===== src/rtl/fsu_ctrl_pkg.sv =====
// Shared types for the FSU linear-layer sequencing controller.
// Holds the controller state encoding and a job-length helper.
package fsu_ctrl_pkg;

    typedef enum logic [2:0] {
        S_IDLE,
        S_LOAD,
        S_CLEAR,
        S_RUN,
        S_DRAIN,
        S_SWAP,
        S_WAIT
    } fsu_ctrl_state_t;

    // Cycles from the accepting edge through the edge that raises oValid.
    function automatic int unsigned job_len(
        input int unsigned fold,
        input int unsigned blen,
        input int unsigned lat
    );
        return 3 + fold * (blen + lat) + 1;
    endfunction

endpackage


===== src/rtl/fsu_cycle_cnt.sv =====
// Loadable, clearable up-counter with a terminal-count flag.
module fsu_cycle_cnt #(
    parameter int CWID = 4
) (
    input  logic            clk,
    input  logic            rst,
    input  logic            clr_i,
    input  logic            ld_i,
    input  logic [CWID-1:0] ld_val_i,
    input  logic            en_i,
    input  logic [CWID-1:0] term_i,
    output logic [CWID-1:0] cnt_o,
    output logic            tc_o
);

    logic [CWID-1:0] cnt_q, cnt_d;

    always_comb begin
        cnt_d = cnt_q;
        if (clr_i) begin
            cnt_d = '0;
        end else if (ld_i) begin
            cnt_d = ld_val_i;
        end else if (en_i) begin
            cnt_d = cnt_q + 1'b1;
        end
    end

    always_ff @(posedge clk) begin
        if (rst) begin
            cnt_q <= '0;
        end else begin
            cnt_q <= cnt_d;
        end
    end

    assign cnt_o = cnt_q;
    assign tc_o  = (cnt_q == term_i);

endmodule


===== src/rtl/fsu_linear_ctrl.sv =====
// FSU linear-layer sequencer: load, clear, per-fold run/drain, bank swap.
// Optional abort input enabled by FSU_LINEAR_CTRL_ABORT_EN.
module fsu_linear_ctrl
    import fsu_ctrl_pkg::*;
#(
    parameter int FOLD = 1,
    parameter int PWID = ($clog2(FOLD) < 2) ? 1 : $clog2(FOLD),
    parameter int BLEN = 1024,
    parameter int LAT  = 2,
    parameter int CWID = $clog2(BLEN + LAT + 1)
) (
    input  logic            clk,
    input  logic            rst,
`ifdef FSU_LINEAR_CTRL_ABORT_EN
    input  logic            abort,
`endif
    input  logic            start,
    input  logic            oReady,
    output logic            busy,
    output logic            load,
    output logic            clear,
    output logic [PWID-1:0] part,
    output logic [FOLD-1:0] hold,
    output logic            sel,
    output logic            oValid
);

    localparam logic [PWID-1:0] PLAST    = PWID'(FOLD - 1);
    localparam logic [CWID-1:0] RUN_LAST = CWID'(BLEN - 1);
    localparam logic [CWID-1:0] TERM     = CWID'(BLEN + LAT - 1);
    localparam bit              NO_DRAIN = (LAT == 0);

    fsu_ctrl_state_t state_q, state_d;
    logic [PWID-1:0] part_q, part_d;
    logic [FOLD-1:0] hold_q, hold_d;
    logic            sel_q, sel_d;
    logic            ovalid_q, ovalid_d;
    logic            busy_q, load_q, clear_q;

    logic            cnt_clr, cnt_ld, cnt_en, cnt_tc;
    logic [CWID-1:0] cnt;
    logic            part_end, do_swap, abort_w, abort_hit;

`ifdef FSU_LINEAR_CTRL_ABORT_EN
    assign abort_w = abort;
`else
    assign abort_w = 1'b0;
`endif

    assign abort_hit = abort_w && (state_q inside
        {S_LOAD, S_CLEAR, S_RUN, S_DRAIN, S_WAIT});

    fsu_cycle_cnt #(.CWID(CWID)) u_cnt (
        .clk      (clk),
        .rst      (rst),
        .clr_i    (cnt_clr),
        .ld_i     (cnt_ld),
        .ld_val_i ('0),
        .en_i     (cnt_en),
        .term_i   (TERM),
        .cnt_o    (cnt),
        .tc_o     (cnt_tc)
    );

    always_comb begin
        state_d  = state_q;
        part_d   = part_q;
        sel_d    = sel_q;
        ovalid_d = ovalid_q;
        cnt_clr  = 1'b0;
        cnt_ld   = 1'b0;
        cnt_en   = 1'b0;
        part_end = 1'b0;
        do_swap  = 1'b0;

        if (ovalid_q && oReady) begin
            ovalid_d = 1'b0;
        end

        if (abort_hit) begin
            state_d = S_IDLE;
            part_d  = '0;
            cnt_clr = 1'b1;
        end else begin
            unique case (state_q)
                S_IDLE: begin
                    cnt_clr = 1'b1;
                    if (start) state_d = S_LOAD;
                end
                S_LOAD: begin
                    cnt_clr = 1'b1;
                    part_d  = '0;
                    state_d = S_CLEAR;
                end
                S_CLEAR: begin
                    cnt_clr = 1'b1;
                    state_d = S_RUN;
                end
                S_RUN: begin
                    cnt_en = 1'b1;
                    if (cnt == RUN_LAST) begin
                        if (NO_DRAIN) part_end = 1'b1;
                        else          state_d  = S_DRAIN;
                    end
                end
                S_DRAIN: begin
                    cnt_en = 1'b1;
                    if (cnt_tc) part_end = 1'b1;
                end
                S_SWAP: begin
                    cnt_clr = 1'b1;
                    if (!ovalid_q || oReady) do_swap = 1'b1;
                    else                     state_d = S_WAIT;
                end
                S_WAIT: begin
                    cnt_clr = 1'b1;
                    if (ovalid_q && oReady) do_swap = 1'b1;
                end
                default: state_d = S_IDLE;
            endcase

            if (part_end) begin
                cnt_ld = 1'b1;
                if (part_q != PLAST) begin
                    part_d  = part_q + 1'b1;
                    state_d = S_RUN;
                end else begin
                    state_d = S_SWAP;
                end
            end

            // A swap publishes the other bank, so oValid stays set.
            if (do_swap) begin
                sel_d    = ~sel_q;
                ovalid_d = 1'b1;
                state_d  = S_IDLE;
            end
        end
    end

    always_comb begin
        hold_d = '1;
        if (state_d == S_RUN || state_d == S_DRAIN) begin
            for (int i = 0; i < FOLD; i++) begin
                if (part_d == PWID'(i)) hold_d[i] = 1'b0;
            end
        end
    end

    always_ff @(posedge clk) begin
        if (rst) begin
            state_q  <= S_IDLE;
            part_q   <= '0;
            hold_q   <= '1;
            sel_q    <= 1'b0;
            ovalid_q <= 1'b0;
            busy_q   <= 1'b0;
            load_q   <= 1'b0;
            clear_q  <= 1'b0;
        end else begin
            state_q  <= state_d;
            part_q   <= part_d;
            hold_q   <= hold_d;
            sel_q    <= sel_d;
            ovalid_q <= ovalid_d;
            busy_q   <= (state_d != S_IDLE);
            load_q   <= (state_d == S_LOAD);
            clear_q  <= (state_d == S_CLEAR);
        end
    end

    assign busy   = busy_q;
    assign load   = load_q;
    assign clear  = clear_q;
    assign part   = part_q;
    assign hold   = hold_q;
    assign sel    = sel_q;
    assign oValid = ovalid_q;

endmodule


===== config.mk =====
export PLATFORM = sky130hd
export DESIGN_NAME = fsu_linear_ctrl
export DESIGN_NICKNAME = d
export VERILOG_FILES = /design/src/rtl/fsu_ctrl_pkg.sv /design/src/rtl/fsu_cycle_cnt.sv /design/src/rtl/fsu_linear_ctrl.sv
export SDC_FILE = /design/constraint.sdc
export NUM_CORES = 1
export LEC_CHECK = 0
export BUFFER_PORTS_ARGS = -buffer_cell sky130_fd_sc_hd__clkbuf_2
export CAP_MARGIN = 25
export CORE_MARGIN = 2
export CORE_UTILIZATION = 60
export CTS_CLUSTER_DIAMETER = 200
export DETAILED_ROUTE_END_ITERATION = 8
export PLACE_DENSITY = 0.89
export SKIP_LAST_GASP = 1
export SYNTH_ARGS = -nofsm -noshare
export SYNTH_HDL_FRONTEND = slang
export SYNTH_HIERARCHICAL = 1
export SYNTH_SLANG_ARGS = --single-unit

===== constraint.sdc =====
create_clock -name clk -period 5.9 [get_ports clk]
set_clock_uncertainty 0.15 [all_clocks]
set_input_delay 1.18 -clock clk [delete_from_list [all_inputs] [get_ports clk]]
set_output_delay 1.18 -clock clk [all_outputs]
set_load 0.01 [all_outputs]

==> results of run 1 <==
## layout by cell type (no fill, tap or decap), types with 2 or more instances in the layout
cell,Yosys,routed
a21oi_1,9,9
a31oi_1,5,5
clkbuf_2,1,10
clkbuf_4,0,3
conb_1,2,22
dfxtp_1,21,21
inv_1,2,2
nand2_1,9,9
nand2b_1,4,4
nand3_1,10,10
nand3b_1,2,2
nand4_1,7,7
nand4b_1,2,2
nor2_1,7,7
nor2b_1,2,2
nor3_1,4,4
o211a_1,2,2
o21ai_0,10,10
or3_1,5,5
or4_1,4,4
xnor2_1,12,12
xor2_1,4,4
## how the worst max path moves through the flow
stage / from / endpoint / slack, ns
floorplan: u_cnt/cnt_o[2] / u_cnt/cnt_o[0] / 3.27
global placement: u_cnt/cnt_o[0] / u_cnt/cnt_o[2] / 3.04
detailed placement: u_cnt/cnt_o[0] / u_cnt/cnt_o[2] / 2.80
CTS: u_cnt/cnt_o[0] / u_cnt/cnt_o[2] / 2.80
global route: u_cnt/cnt_o[0] / u_cnt/cnt_o[7] / 2.55
finish: u_cnt/cnt_o[0] / u_cnt/cnt_o[2] / 2.72
## metal layers
metal  global-route usage  wire [um]  part of all wire
met4                0.108         34             0.011
met2                0.418       1490              0.48
met5                    0          0                 0
met3               0.0526        156             0.051
met1                0.349       1400              0.45
## cell type report
type	instances	area (sq um)
Clock buffer	3	22.5
Clock inverter	1	5.00
Fill cell	173	672
Inverter	2	7.51
Multi-Input combinational cell	147	936
Sequential cell	21	420
Tap cell	28	35.0
Timing Repair Buffer	10	50.0
## worst max-delay path, stage by stage, from the launching register on
cell	delay, ns
dfxtp_1	0.48
xnor2_1	0.16
nand3_1	0.10
nor3_1	0.56
nor3b_1	0.71
inv_1	0.44
a2111oi_0	0.45
## state kept, by name, summed over array words and instances (netlist names)
register	flops
busy	1
u_cnt/cnt_o	11
clear	1
part	1
load	1
oValid	1
hold	1
state_q	3
sel	1
## logic make-up after synthesis
logic type,Yosys count,synth area share
flops,21,0.318
mux,1,0.00756
fa+ha+maj,1,0.00945
compound gates,40,0.207
buf+inv,8,0.0321
simple gates,67,0.315
xor+xnor,16,0.106
other cells,2,0.00567
## stage by stage
stage	hold WS, ns	worst slack [ns]	power [mW]	area (sq um)	util
2_1_floorplan	0.357	3.27	0.182	1400	-
3_3_place_gp	0.345	3.04	0.188	1450	0.674
3_5_place_dp	0.372	2.80	0.189	1450	0.674
4_1_cts	0.405	2.80	0.260	1480	0.687
5_1_grt	0.430	2.55	0.272	1480	0.687
6_report	0.393	2.72	0.258	1480	0.687
## power breakdown
part           switching [mW]  internal [mW]  leakage (nW)
Clock                  0.0460         0.0253        0.0177
Combinational          0.0199         0.0168         0.377
Sequential            0.00439          0.146         0.170
Total                  0.0703          0.188         0.565
==> metrics.txt, run 1 <==
status finished clean; Skew-Pair Late Insertion Delay roughly 0.3 ns; Routed Antenna Nets 0; Post-CTS Hold Fix Bufs 0; Final Max Tran Viols 0; setup repair bufs after CTS 0; Resized Gates After CTS 0; Clock Tree Buf Depth 2; Std-Cell Rows 17; slew at the pin closest to its max-slew limit 0.774 ns; vias per cell 5.99; reg2reg path depth 6; die outline area about 2600 sq um; Req. time, crit path around 5.9 ns; ant diodes 0; width of the die 51.0 um; GRT Residual Overflow 0; vias in the first global route around 1200; gpl congestion 0.922; Synth Cell Area 1320 sq um; H-tree lvl count 1; Max-Cap Viols 0; 1st-iter DRT viols between 50 and 60; flop-to-flop setup slack about 2.7 ns; Detailed Route WL 3080 um; top-count cell post-synth dfxtp_1; Seq cells post-synth 21; hpwl dp 2270 um; Tot GR Track Use 0.264; first-pass GRT wire length 5190 um; IO Pins 11; Starting Density 0.616; initial antenna violation count 0; Post-synth ARST share 0; Hold Crit Start sel; R2R Path Start u_cnt/cnt_o[0]; fmax 0.314 GHz; Min-Delay Endpoint sel; Pleak 0.565 nW; CP max FO 18; vias 1269; CTS tree done; RSZ-0062 raised after global routing no; Setup crit start kind flop; Peak VDD IR 0.000134 V; post-synth top area share 0.318; Cells after Synth between 150 and 200; slew margin rel. 0.483; sequential area share after synthesis 0.318; largest area contributor in the netlist dfxtp_1; DRT Pass-1 Iters 4; Final period util 0.539; WHS Path Cells 2; Primary FF master, synth dfxtp_1; setup TNS 0 ns; Nets 190; top post-synthesis cells by area dfxtp_1 (32%), xnor2_1 (7.9%), nand3_1 (3.8%); synth cell count leaders dfxtp_1 (21), xnor2_1 (12), nand3_1 (10), o21ai_0 (10); post-synth cell types 51; largest net degree at the start of global routing 19; Std-Cell Core Area 2150 sq um; critical path arrival roughly 3.2 ns; Crit. End Element flop; fin cells 212; synth warn 6; DR DRC count 0; Port-buffer cells 10; CTS buffer count 3; min-delay worst type flop to flop; layout cells sized above 1 0.114; Root Driver clkbuf_4; Critical R2R Capture u_cnt/cnt_o[2]; min Tclk post-route 3.18 ns; Power per Cell Area 175 nW/um^2; Final Setup Violations 0; Mapped Avg Cell Area between 8 and 9 sq um; Area Overhead vs Synth 11.5%; Worst Setup Path Type flop to flop; post-DR wirelength/cell about 15 um; die height 51.0 um; Hold Vio Cnt, Final 0; Worst-path clk slew 0.12 ns; EDFF count, synth 0; CTS sink cnt 21; Placed Cells 208
No activity file was read; power rests on OpenSTA's default activity.
==> run 2, diff against run 1 <==
--- a/config.mk
+++ b/config.mk
@@ -5,13 +5,14 @@
 export SDC_FILE = /design/constraint.sdc
 export NUM_CORES = 1
 export LEC_CHECK = 0
+export ABC_AREA = 1
 export BUFFER_PORTS_ARGS = -buffer_cell sky130_fd_sc_hd__clkbuf_2
 export CAP_MARGIN = 25
 export CORE_MARGIN = 2
-export CORE_UTILIZATION = 60
+export CORE_UTILIZATION = 59
 export CTS_CLUSTER_DIAMETER = 200
 export DETAILED_ROUTE_END_ITERATION = 8
-export PLACE_DENSITY = 0.89
+export PLACE_DENSITY = 0.88
 export SKIP_LAST_GASP = 1
 export SYNTH_ARGS = -nofsm -noshare
 export SYNTH_HDL_FRONTEND = slang
==> constraint.sdc (replaced) <==
create_clock -name clk -period 3.1 [get_ports clk]
set_clock_uncertainty 0.15 [all_clocks]
set_input_delay 0.62 -clock clk [delete_from_list [all_inputs] [get_ports clk]]
set_output_delay 0.62 -clock clk [all_outputs]
set_load 0.01 [all_outputs]
==> metrics.txt, run 2 <==
vias 1351 (+6.5%); Placed Area 1540 sq um (+6.5%); IO Pins 11 (unchanged); DR DRC count 0 (unchanged); Worst-path clk slew 0.12 ns (about the same); DRT Pass-1 Iters 4 (unchanged); largest net degree at the start of global routing 13 (-6); Routed Antenna Nets 0 (unchanged); largest area contributor in the netlist dfxtp_1; EDFF count, synth 0 (unchanged); CTS sink cnt 21 (unchanged); fmax 0.421 GHz (+34%); Cells after Synth 208 (+33%); status finished clean; Mapped Avg Cell Area 6.65 sq um (-22%); Final Setup Violations 0 (unchanged); Resized Gates After CTS 0 (unchanged); Crit. End Element flop; sequential area share after synthesis 0.304 (-0.0138); Primary FF master, synth dfxtp_1; Std-Cell Core Area 2210 sq um (+3.0%); Seq cells post-synth 21 (unchanged); fin cells 270 (+27%); Setup crit start kind flop; die height 52.4 um (+2.9%); most common cell after layout, fill and taps aside nand2_1; Final period util 0.767 (+0.227); Setup WS pre-CTS 0.828 ns (-1.98 ns); critical path arrival 2.47 ns (-0.76 ns); Post-synth ARST share 0 (unchanged); hpwl dp 2300 um (+1.6%); Max-Cap Viols 0 (unchanged); reg2reg path depth 14 (+8); FILL cells 188 (+8.7%); Hold Vio Cnt, Final 0 (unchanged); most frequent cells in the layout nand2_1 (55), conb_1 (24), nor2_1 (21), dfxtp_1 (21), nand3_1 (19); post-synth cell types 30 (-41%); CP max FO 12 (-6); Port-buffer cells 10 (unchanged); ant diodes 0 (unchanged); CTS tree done; Peak VDD IR 0.000399 V (+200%); setup repair bufs after CTS 0 (unchanged); Area Overhead vs Synth 13.5%; Nets 248 (+31%); Skew-Pair Late Insertion Delay 0.30 ns (about the same); 1st-iter DRT viols 60 (+9.1%); initial antenna violation count 0 (unchanged); max reg flops 11 (unchanged); Placed Cells 266 (+28%); gpl congestion 0.875 (-5.1%); vias per cell 5.00 (-16%); die outline area 2750 sq um (+5.8%); min-delay worst type flop to flop; Root Driver clkbuf_4; post-DR wirelength/cell 11.1 um (-24%); Req. time, crit path 3.20 ns (-2.74 ns); Std-Cell Rows 17 (unchanged); top post-synthesis cells by area dfxtp_1 (30%), nand2_1 (15%), nand3_1 (6.9%); Synth Cell Area 1380 sq um (+4.5%); Post-CTS Hold Fix Bufs 0 (unchanged); synth cell count leaders nand2_1 (55), dfxtp_1 (21), nor2_1 (21); setup TNS 0 ns (unchanged); top-count cell post-synth nand2_1; Power per Cell Area 313 nW/um^2 (+79%); width of the die 52.4 um (+2.9%); Pleak 0.693 nW (+23%); RSZ-0062 raised after global routing no; min Tclk post-route 2.38 ns (-0.805 ns); final worst slack 0.723 ns (-1.99 ns); post-route cell area 1570 sq um (+6.4%); Worst Setup Path Type flop to flop; GRT Residual Overflow 0 (unchanged); Detailed Route WL 2980 um (-3.1%); post-synth top area share 0.304 (-0.0138); layout cells sized above 1 0.165 (+0.0512); Final Max Tran Viols 0 (unchanged); H-tree lvl count 1 (unchanged); vias in the first global route 1177 (+1.9%); Tot GR Track Use 0.246 (-0.0178); Clock Tree Buf Depth 2 (unchanged); Starting Density 0.626 (+0.00937); first-pass GRT wire length 5020 um (-3.2%); WHS Path Cells 1 (-1); synth warn 6 (unchanged); CTS buffer count 3 (unchanged)
==> run 2: per-layer routing <==
layer | part of all wire | wire length (um) | up-vias | track usage
li1 | - | - | 719 | -
met1 | 0.46 | 1380 | 581 | 0.333
met2 | 0.46 | 1370 | 47 | 0.396
met3 | 0.070 | 209 | 4 | 0.0514
met4 | 0.010 | 30 | 0 | 0.0641
met5 | 0 | 0 | - | 0
==> run 2: path summary, 6_finish.rpt <==
path              slack (ns)        endpoint            from
setup / recovery        0.72  u_cnt/cnt_o[5]  u_cnt/cnt_o[8]
hold / removal          0.36             sel             sel
setup reg to reg        0.72  u_cnt/cnt_o[5]  u_cnt/cnt_o[8]
hold reg to reg         0.36             sel             sel
==> run 2: area by class of cell <==
| class | count | area [sq um] | area share |
|---|---|---|---|
| clock inverter | 1 | 5.00 | 0.00319 |
| timing repair buffer | 10 | 50.0 | 0.0319 |
| multi-input combinational | 183 | 945 | 0.602 |
| tap | 28 | 35.0 | 0.0223 |
| sequential | 21 | 420 | 0.268 |
| clock buffer | 3 | 22.5 | 0.0143 |
| inverter | 24 | 92.6 | 0.0590 |
==> run 2: power breakdown <==
group          switching, mW  leakage (nW)  internal, mW
clock                 0.0861        0.0177        0.0481
combinational         0.0474         0.505        0.0243
sequential           0.00789         0.170         0.278
==> run 2: through the flow <==
step,total power [mW],utilization,hold slack (ns)
floorplan,0.343,-,0.323
detailed placement,0.363,0.697,0.350
global route,0.514,0.710,0.370
global placement,0.361,0.697,0.283
CTS,0.493,0.710,0.367
finish,0.492,0.710,0.359
==> run 2: cells by family after synthesis <==
group	share of synthesized area
other	0.00543
XOR/XNOR	0.0696
flip-flops	0.304
AO/OA/AOI/OAI	0.136
buffers and inverters	0.0732
adder cells (fa/ha/maj)	0.00904
AND/OR/NAND/NOR	0.403
==> run 2: worst max-delay path, cell delays in order, from the launching register on <==
cell	delay [ns]
dfxtp_1	0.45
inv_1	0.11
or2_2	0.28
nand3_1	0.08
nor2_1	0.04
nand2_1	0.05
nor2_1	0.05
nand3_1	0.11
inv_1	0.21
inv_2	0.13
nand2_1	0.10
inv_2	0.15
o21ai_0	0.13
o21a_1	0.19
nor2_1	0.09
